===== config.mk =====
export PLATFORM = sky130hd
export DESIGN_NAME = rf_fifo_ctrl
export DESIGN_NICKNAME = d
export VERILOG_FILES = /design/src/rtl/rf_fifo_ctrl.sv
export SDC_FILE = /design/constraint.sdc
export NUM_CORES = 1
export LEC_CHECK = 0
export BUFFER_PORTS_ARGS = -buffer_cell sky130_fd_sc_hd__buf_4
export CAP_MARGIN = 25
export CORE_AREA = 8 8 109 101
export CTS_CLUSTER_SIZE = 20
export DETAILED_ROUTE_END_ITERATION = 7
export DIE_AREA = 0 0 117 109
export PLACE_DENSITY = 0.73
export SLEW_MARGIN = 20
export SYNTH_ARGS = -nofsm -noshare
export SYNTH_HDL_FRONTEND = slang
export SYNTH_SLANG_ARGS = --single-unit

===== constraint.sdc =====
create_clock -name i_clk -period 2.8 [get_ports i_clk]
set_clock_uncertainty 0.2 [all_clocks]
set_input_delay 0.28 -clock i_clk [delete_from_list [all_inputs] [get_ports i_clk]]
set_output_delay 0.28 -clock i_clk [all_outputs]
set_load 0.01 [all_outputs]

===== src/rtl/rf_fifo_ctrl.sv =====
// Valid/ready FIFO controller wrapped around a 2-port register file (RF_2F).
// A 2-entry skid buffer absorbs the 1-cycle RF read latency to keep 1 word/cycle.
module rf_fifo_ctrl #(
    parameter int wordWd = 12,
    parameter int DWd    = 32,
    parameter int AWd    = $clog2(wordWd),
    parameter int CWd    = $clog2(wordWd + 3)
) (
    input  logic           i_clk,
    input  logic           i_rst,
    input  logic           i_clear,
    input  logic           i_valid,
    output logic           o_ready,
    input  logic [DWd-1:0] i_data,
    output logic           o_valid,
    input  logic           i_ready,
    output logic [DWd-1:0] o_data,
    output logic [CWd-1:0] o_count,
    output logic           o_rf_read,
    output logic [AWd-1:0] o_rf_raddr,
    input  logic [DWd-1:0] i_rf_rdata,
    output logic           o_rf_write,
    output logic [AWd-1:0] o_rf_waddr,
    output logic [DWd-1:0] o_rf_wdata
);

    localparam logic [AWd-1:0] LAST_ADDR = AWd'(wordWd - 1);
    localparam logic [CWd-1:0] DEPTH     = CWd'(wordWd);

    logic [AWd-1:0] wptr_q, wptr_d;
    logic [AWd-1:0] rptr_q, rptr_d;
    logic [CWd-1:0] rf_count_q, rf_count_d;
    logic           inflight_q, inflight_d;
    logic [1:0]     skid_cnt_q, skid_cnt_d;
    logic [DWd-1:0] skid0_q, skid0_d;
    logic [DWd-1:0] skid1_q, skid1_d;
    logic           ready_q, ready_d;

    logic push;
    logic pop;
    logic rd;

    // Clear wins over every other action in its cycle.
    assign push = i_valid & ready_q & ~i_clear;
    assign pop  = (skid_cnt_q != 2'd0) & i_ready & ~i_clear;
    // Issue a read only if the skid will have room when the data lands.
    assign rd   = (rf_count_q != '0) & ~i_clear &
                  (({1'b0, skid_cnt_q} + {2'b00, inflight_q}) < (3'd2 + {2'b00, pop}));

    always_comb begin
        wptr_d     = wptr_q;
        rptr_d     = rptr_q;
        rf_count_d = rf_count_q;
        inflight_d = rd;
        skid_cnt_d = skid_cnt_q;
        skid0_d    = skid0_q;
        skid1_d    = skid1_q;
        ready_d    = ready_q;

        if (push) begin
            wptr_d = (wptr_q == LAST_ADDR) ? '0 : wptr_q + 1'b1;
        end
        if (rd) begin
            rptr_d = (rptr_q == LAST_ADDR) ? '0 : rptr_q + 1'b1;
        end
        rf_count_d = rf_count_q + CWd'(push) - CWd'(rd);

        // Head only shifts when a second entry exists, so o_data holds when emptied.
        if (pop) begin
            if (skid_cnt_q == 2'd2) begin
                skid0_d = skid1_q;
            end
            skid_cnt_d = skid_cnt_q - 2'd1;
        end
        if (inflight_q) begin
            if (skid_cnt_d == 2'd0) begin
                skid0_d = i_rf_rdata;
            end else begin
                skid1_d = i_rf_rdata;
            end
            skid_cnt_d = skid_cnt_d + 2'd1;
        end

        ready_d = (rf_count_d < DEPTH);

        if (i_clear) begin
            wptr_d     = '0;
            rptr_d     = '0;
            rf_count_d = '0;
            inflight_d = 1'b0;
            skid_cnt_d = '0;
            skid0_d    = '0;
            skid1_d    = '0;
            ready_d    = 1'b0;
        end
    end

    always_ff @(posedge i_clk or posedge i_rst) begin
        if (i_rst) begin
            wptr_q     <= '0;
            rptr_q     <= '0;
            rf_count_q <= '0;
            inflight_q <= 1'b0;
            skid_cnt_q <= '0;
            skid0_q    <= '0;
            skid1_q    <= '0;
            ready_q    <= 1'b0;
        end else begin
            wptr_q     <= wptr_d;
            rptr_q     <= rptr_d;
            rf_count_q <= rf_count_d;
            inflight_q <= inflight_d;
            skid_cnt_q <= skid_cnt_d;
            skid0_q    <= skid0_d;
            skid1_q    <= skid1_d;
            ready_q    <= ready_d;
        end
    end

    assign o_ready    = ready_q;
    assign o_valid    = (skid_cnt_q != 2'd0);
    assign o_data     = skid0_q;
    assign o_count    = rf_count_q + CWd'(inflight_q) + CWd'(skid_cnt_q);
    assign o_rf_read  = rd;
    assign o_rf_raddr = rptr_q;
    assign o_rf_write = push;
    assign o_rf_waddr = wptr_q;
    assign o_rf_wdata = i_data;

endmodule


# Word-level counts from Yosys, hierarchy flattened
# Index checks and enable logic that the tools add are counted.
# classes
n_reduce_logical,7
muxes,20
n_eq_ne,4
order_cmp,2
bitwise,7
n_addsub,10
# op_table
cell,n
$mux 32,8
$mux 4,7
$add 4x1->4,2
$add 4x1->4 const B,2
$eq 4x4->1 const B,2
$reduce_bool 2->1,4
$and 1x1->1,6
$mux 2,3
$add 4x2->4,1
$lt 4x4->1 const B,1
$reduce_bool 4->1,1
$sub 4x1->4,1
$add 2x1->3,1
$add 2x1->3 const A,1
$lt 3x3->1,1
$add 2x1->2 const B,1
$eq 2x2->1 const B,1
$logic_not 2->1,1
$mux 1,2
$ne 2x2->1 const B,1
$reduce_and 2->1,1
$sub 2x1->2 const B,1
$not 1->1,1
# word_totals
regBits,80
word_cells,58

# Longest topological paths before layout
# logic_depth
word_depth,9
depth_mapped,13
ltp_nobuf,12

# Worst setup path after synthesis
# No wires, ideal clock.
# synth_timing
kind,flip-flop to flip-flop
start,register skid_cnt_q[1]
end,"register ready_q, in the netlist o_ready"
setup_slack_ps,-513
period_less_slack_ps,3313
stages_incl_launch_ff,14
arrival_time_ps,2981
n_path_buf,1
path_cell_list,dfrtp_1 -> inv_1 -> ha_1 -> or3b_1 -> buf_4 -> a211oi_4 -> nor2b_1 -> ha_1 -> inv_1 -> ha_1 -> fa_1 -> nand2b_1 -> o22ai_1 -> nor2_1
# synth_between
elab_chain_cells,9
elab_cells_between_ends,10
cone_classes,add/sub: 3; order compare: 2; mux: 1; bitwise: 3; reduce/logical: 1
# synth_rtl
item,line,rtl
from (decl),34,"logic [1:0] skid_cnt_q, skid_cnt_d;"
from (signal assigned),113,skid_cnt_q <= skid_cnt_d;
$reduce_bool 2->1,45,assign pop = (skid_cnt_q != 2'd0) & i_ready & ~i_clear;
$and 1x1->1 (2 in series),45,
$add 2x1->3,48,"(({1'b0, skid_cnt_q} + {2'b00, inflight_q}) < (3'd2 + {2'b00, pop}));"
$lt 3x3->1 *,48,
$and 1x1->1 *,47,assign rd = (rf_count_q != '0) & ~i_clear &
via o_rf_read,19,"output logic o_rf_read,"
$sub 4x1->4 *,66,rf_count_d = rf_count_q + CWd'(push) - CWd'(rd);
$lt 4x4->1 *,84,ready_d = (rf_count_d < DEPTH);
$mux 1 *,86,if (i_clear) begin
via ready_d,37,"logic ready_q, ready_d;"
to (signal assigned),116,ready_q <= ready_d;
to (decl),37,
# The timed path passes the listed nets; every way through them passes the cells marked *.
# A chain may end at the register's enable or synchronous reset.

# Worst setup path in the final report
# layout_timing
start,register skid_cnt_q[0]
end,"register ready_q, in the netlist o_ready"
# layout_between
elab_chain_cells,9
elab_cells_between_ends,10
cone_classes,add/sub: 3; order compare: 2; mux: 1; bitwise: 3; reduce/logical: 1
# layout_rtl
item,line
$reduce_bool 2->1,45
$and 1x1->1 (2 in series),45
$add 2x1->3,48
$lt 3x3->1 *,48
$and 1x1->1 *,47
$sub 4x1->4 *,66
$lt 4x4->1 *,84
$mux 1 *,86
via ready_d,37
# Marks and branches as above.

==> results by group <==
Flow run
  – Max-cap viol count: 0

Floorplanning
  – Die Wd: 117 microns
  – IO Count: 149
  – Initial Util: 0.4360
  – Core footprint: 9274 sq um
  – Die area: 12750 sq um
  – # rows: 34
  – Die Y: 109 microns

Worst setup path
  – Worst-path cell chain: inv_2, ha_4, or3b_4, a211oi_4, nor2b_4, ha_1, inv_2, ha_4, fa_2, nand2b_4, o22ai_2, nor2_1
  – Slowest CP cell: dfrtp_1
  – Buf/Inv on CP: 2
  – Kind of critical path: flop to flop
  – Req. time, crit path: 2810 ps
  – Critical Path Source Type: flop
  – Delay-heaviest family, CP: adder cells
  – Crit. End Element: flop
  – R2R Setup Slk: -40 ps
  – Arrival @ worst endpoint: 2850 ps
  – Critical path fanouts, max: 3
  – CP peak stage delay: 390 ps

Drt
  – Detailed Route WL: 9893 microns
  – Per-cell routed wire length: 16.63 microns
  – Initial drt markers: 157
  – DRC Markers: 0
  – TritonRoute pass-1 iters: 4
  – Via Count: 3015
  – Vias per cell: 5.067
  – Final ANT Viol Nets: 0

STA
  – Final worst slack: -44.41 ps
  – Fin. Hold Viols: 0
  – Setup violators final: 3
  – Achievable frequency: 0.3516 GHz
  – Period utilisation layout: 1.016
  – Tmin final: 2844 ps
  – RSZ-0062 raised after global routing: yes
  – Relative slew margins: 0.5612
  – Worst-Margin Slew: 658.2 ps
  – Slew Viols, Final: 0

Global route
  – First-pass GRT wire length: 15800 microns
  – Pin count of the biggest net entering global routing: 65
  – GR Overflow Total: 0
  – Vias in the first global route: 3160
  – Antenna violations before repair: 0
  – All-Layer GR Usage: 0.1580

Layout
  – Syn-to-layout area delta: 33.54%
  – Layout cell share with drive strength beyond 1: 0.3092
  – Fin nets: 549
  – Diodes inserted: 0
  – Area occupied by multi-input gates: 1735 sq um
  – # fillers: 789
  – Sequential cell area: 2003 sq um
  – Design area: 5400 sq um

Synthesis
  – Synth warn: 0
  – Yosys reg bits: 80
  – Syn Nets: 451
  – Synth Flop Type: dfrtp_1
  – Library cells used by synthesis: 31
  – Syn Area/Cell: 11.05 sq um
  – Post-Syn Instances: 366
  – Sequential area share after synthesis: 0.4950
  – Post-synth EDFFs: 0
  – Netlist Area Pre-Place: 4044 sq um
  – Ys async rst share: 1.000

Clocking
  – Root buf cell: clkbuf_8
  – Num CTS Buffers: 9
  – CTS H-Tree Depth: 3
  – Clock sink total: 80
  – CTS Buffer Depth: 2
  – CTS tree: yes
  – Worst skew pair latency: 340 ps
  – Clock-pin slew on the worst setup and hold paths: 80 ps

Pwr
  – Power per cell area: 876.5 nW/um^2
  – Peak VDD IR: 434.5 uV
  – Leak: 0.002511 uW

Place
  – Pre-CTS WS: -101.5 ps
  – Detailed Place HPWL: 6177 microns
  – Placer Congestion: 0.7462
  – Placed cell areas: 4720 sq um
  – Number of port buffers: 84

Worst hold path
  – Hold crit path type: input port to flop

Run status
  – Status: finished with violations
  – Failing checks: setup timing
-- logic make-up after synthesis --
logic type      after synthesis  share of synthesized area
fa+ha+maj                    16                    0.05508
compound gates               87                     0.1677
buf+inv                      72                     0.1049
xor+xnor                      8                    0.01733
flops                        80                     0.4950
simple gates                 69                    0.07581
mux                          34                    0.08416
-- metrics by stage --
stage	hold WS, ps	cells	util	power [uW]	setup TNS, ps
after floorplan	212.7	366	-	2802	-836.0
after global placement	176.8	539	0.5089	3522	-34.28
after detailed placement	191.5	539	0.5089	3574	-226.6
after CTS	155.2	592	0.5783	4699	0
after global routing	196.0	595	0.5823	5052	-614.1
final	176.2	595	0.5823	4733	-73.57
-- repair_timing --
action,CTS,global route
setup buffers,3,3
hold endpoints to repair,67,0
pin swaps,4,2
setup endpoints to repair,3,4
hold buffers,34,0
gates resized for setup,7,3
-- worst min-delay path, stage by stage --
cell and delay (ps):
buf_4 90, nand2b_1 90, xnor2_1 190, nor2_1 40
-- cell usage in the layout, fill, tap and decap left out, types with 2 or more instances in the layout --
cell           count
buf_4            102
a21oi_1            8
a211oi_4           2
a21o_1             2
nand3_1            3
inv_2              3
clkinv_2           2
bufinv_16          2
o21ai_0            3
a22o_1            32
nor2b_1            4
xnor2_1            5
nand2b_1           2
nor2_1            44
nor3_1             3
mux2i_1           34
a211oi_1          33
a311oi_1           2
clkbuf_8          10
fa_1               2
dlygate4sd3_1     34
dfrtp_1           79
inv_1             14
xor2_1             2
ha_4               4
clkinv_4           2
ha_1               8
buf_12             5
nand2_1            5
-- metal layers --
| metal | share of wire | track usage |
|---|---|---|
| met2 | 0.49 | 0.2554 |
| met5 | 0 | 0 |
| met3 | 0.062 | 0.04707 |
| met1 | 0.44 | 0.2008 |
| met4 | 0.0095 | 0.04658 |
-- flip-flops by register name, indices dropped and copies added, names as in the netlist --
register	count
o_rf_waddr	4
o_rf_raddr	4
o_ready	1
o_data	32
skid_cnt_q	2
rf_count_q	4
inflight_q	1
skid1_q	32
-- where the power goes --
| part | internal, uW | switching, uW |
|---|---|---|
| Clock | 531 | 432 |
| Sequential | 1460 | 202 |
| Combinational | 1090 | 1010 |
-- final cells by class --
cell class | instances | share of cell area
sequential | 80 | 0.3709
timing repair buffer | 141 | 0.2234
inverter | 18 | 0.01274
tap | 126 | 0.02919
multi-input combinational | 214 | 0.3214
clock inverter | 6 | 0.01691
clock buffer | 10 | 0.02549
-- cell usage after synthesis (4+ instances only) --
cell type  number  area share
a211oi_1       34       0.063
a21oi_1         9       0.011
a22o_1         32       0.069
buf_4          33       0.061
buf_6           4       0.011
clkbuf_1       17       0.016
dfrtp_1        80        0.50
ha_1           13       0.040
inv_1          18       0.017
mux2i_1        34       0.084
nand2_1         6      0.0056
nor2_1         44       0.041
nor2b_1         5      0.0077
nor3_1          4      0.0050
xnor2_1         6       0.013
-- path summary, 6_finish.rpt --
kind,from,cells after the start,to
hold reg to reg,skid1_q[12],1,skid1_q[12]
hold / removal,i_ready,4,skid_cnt_q[0]
min in group asynchronous,i_rst,3,rf_count_q[1]
max in group asynchronous,i_rst,4,o_data[9]
setup reg to reg,skid_cnt_q[0],12,o_ready
setup / recovery,skid_cnt_q[0],12,o_ready
(Power assumes the default switching activity.)
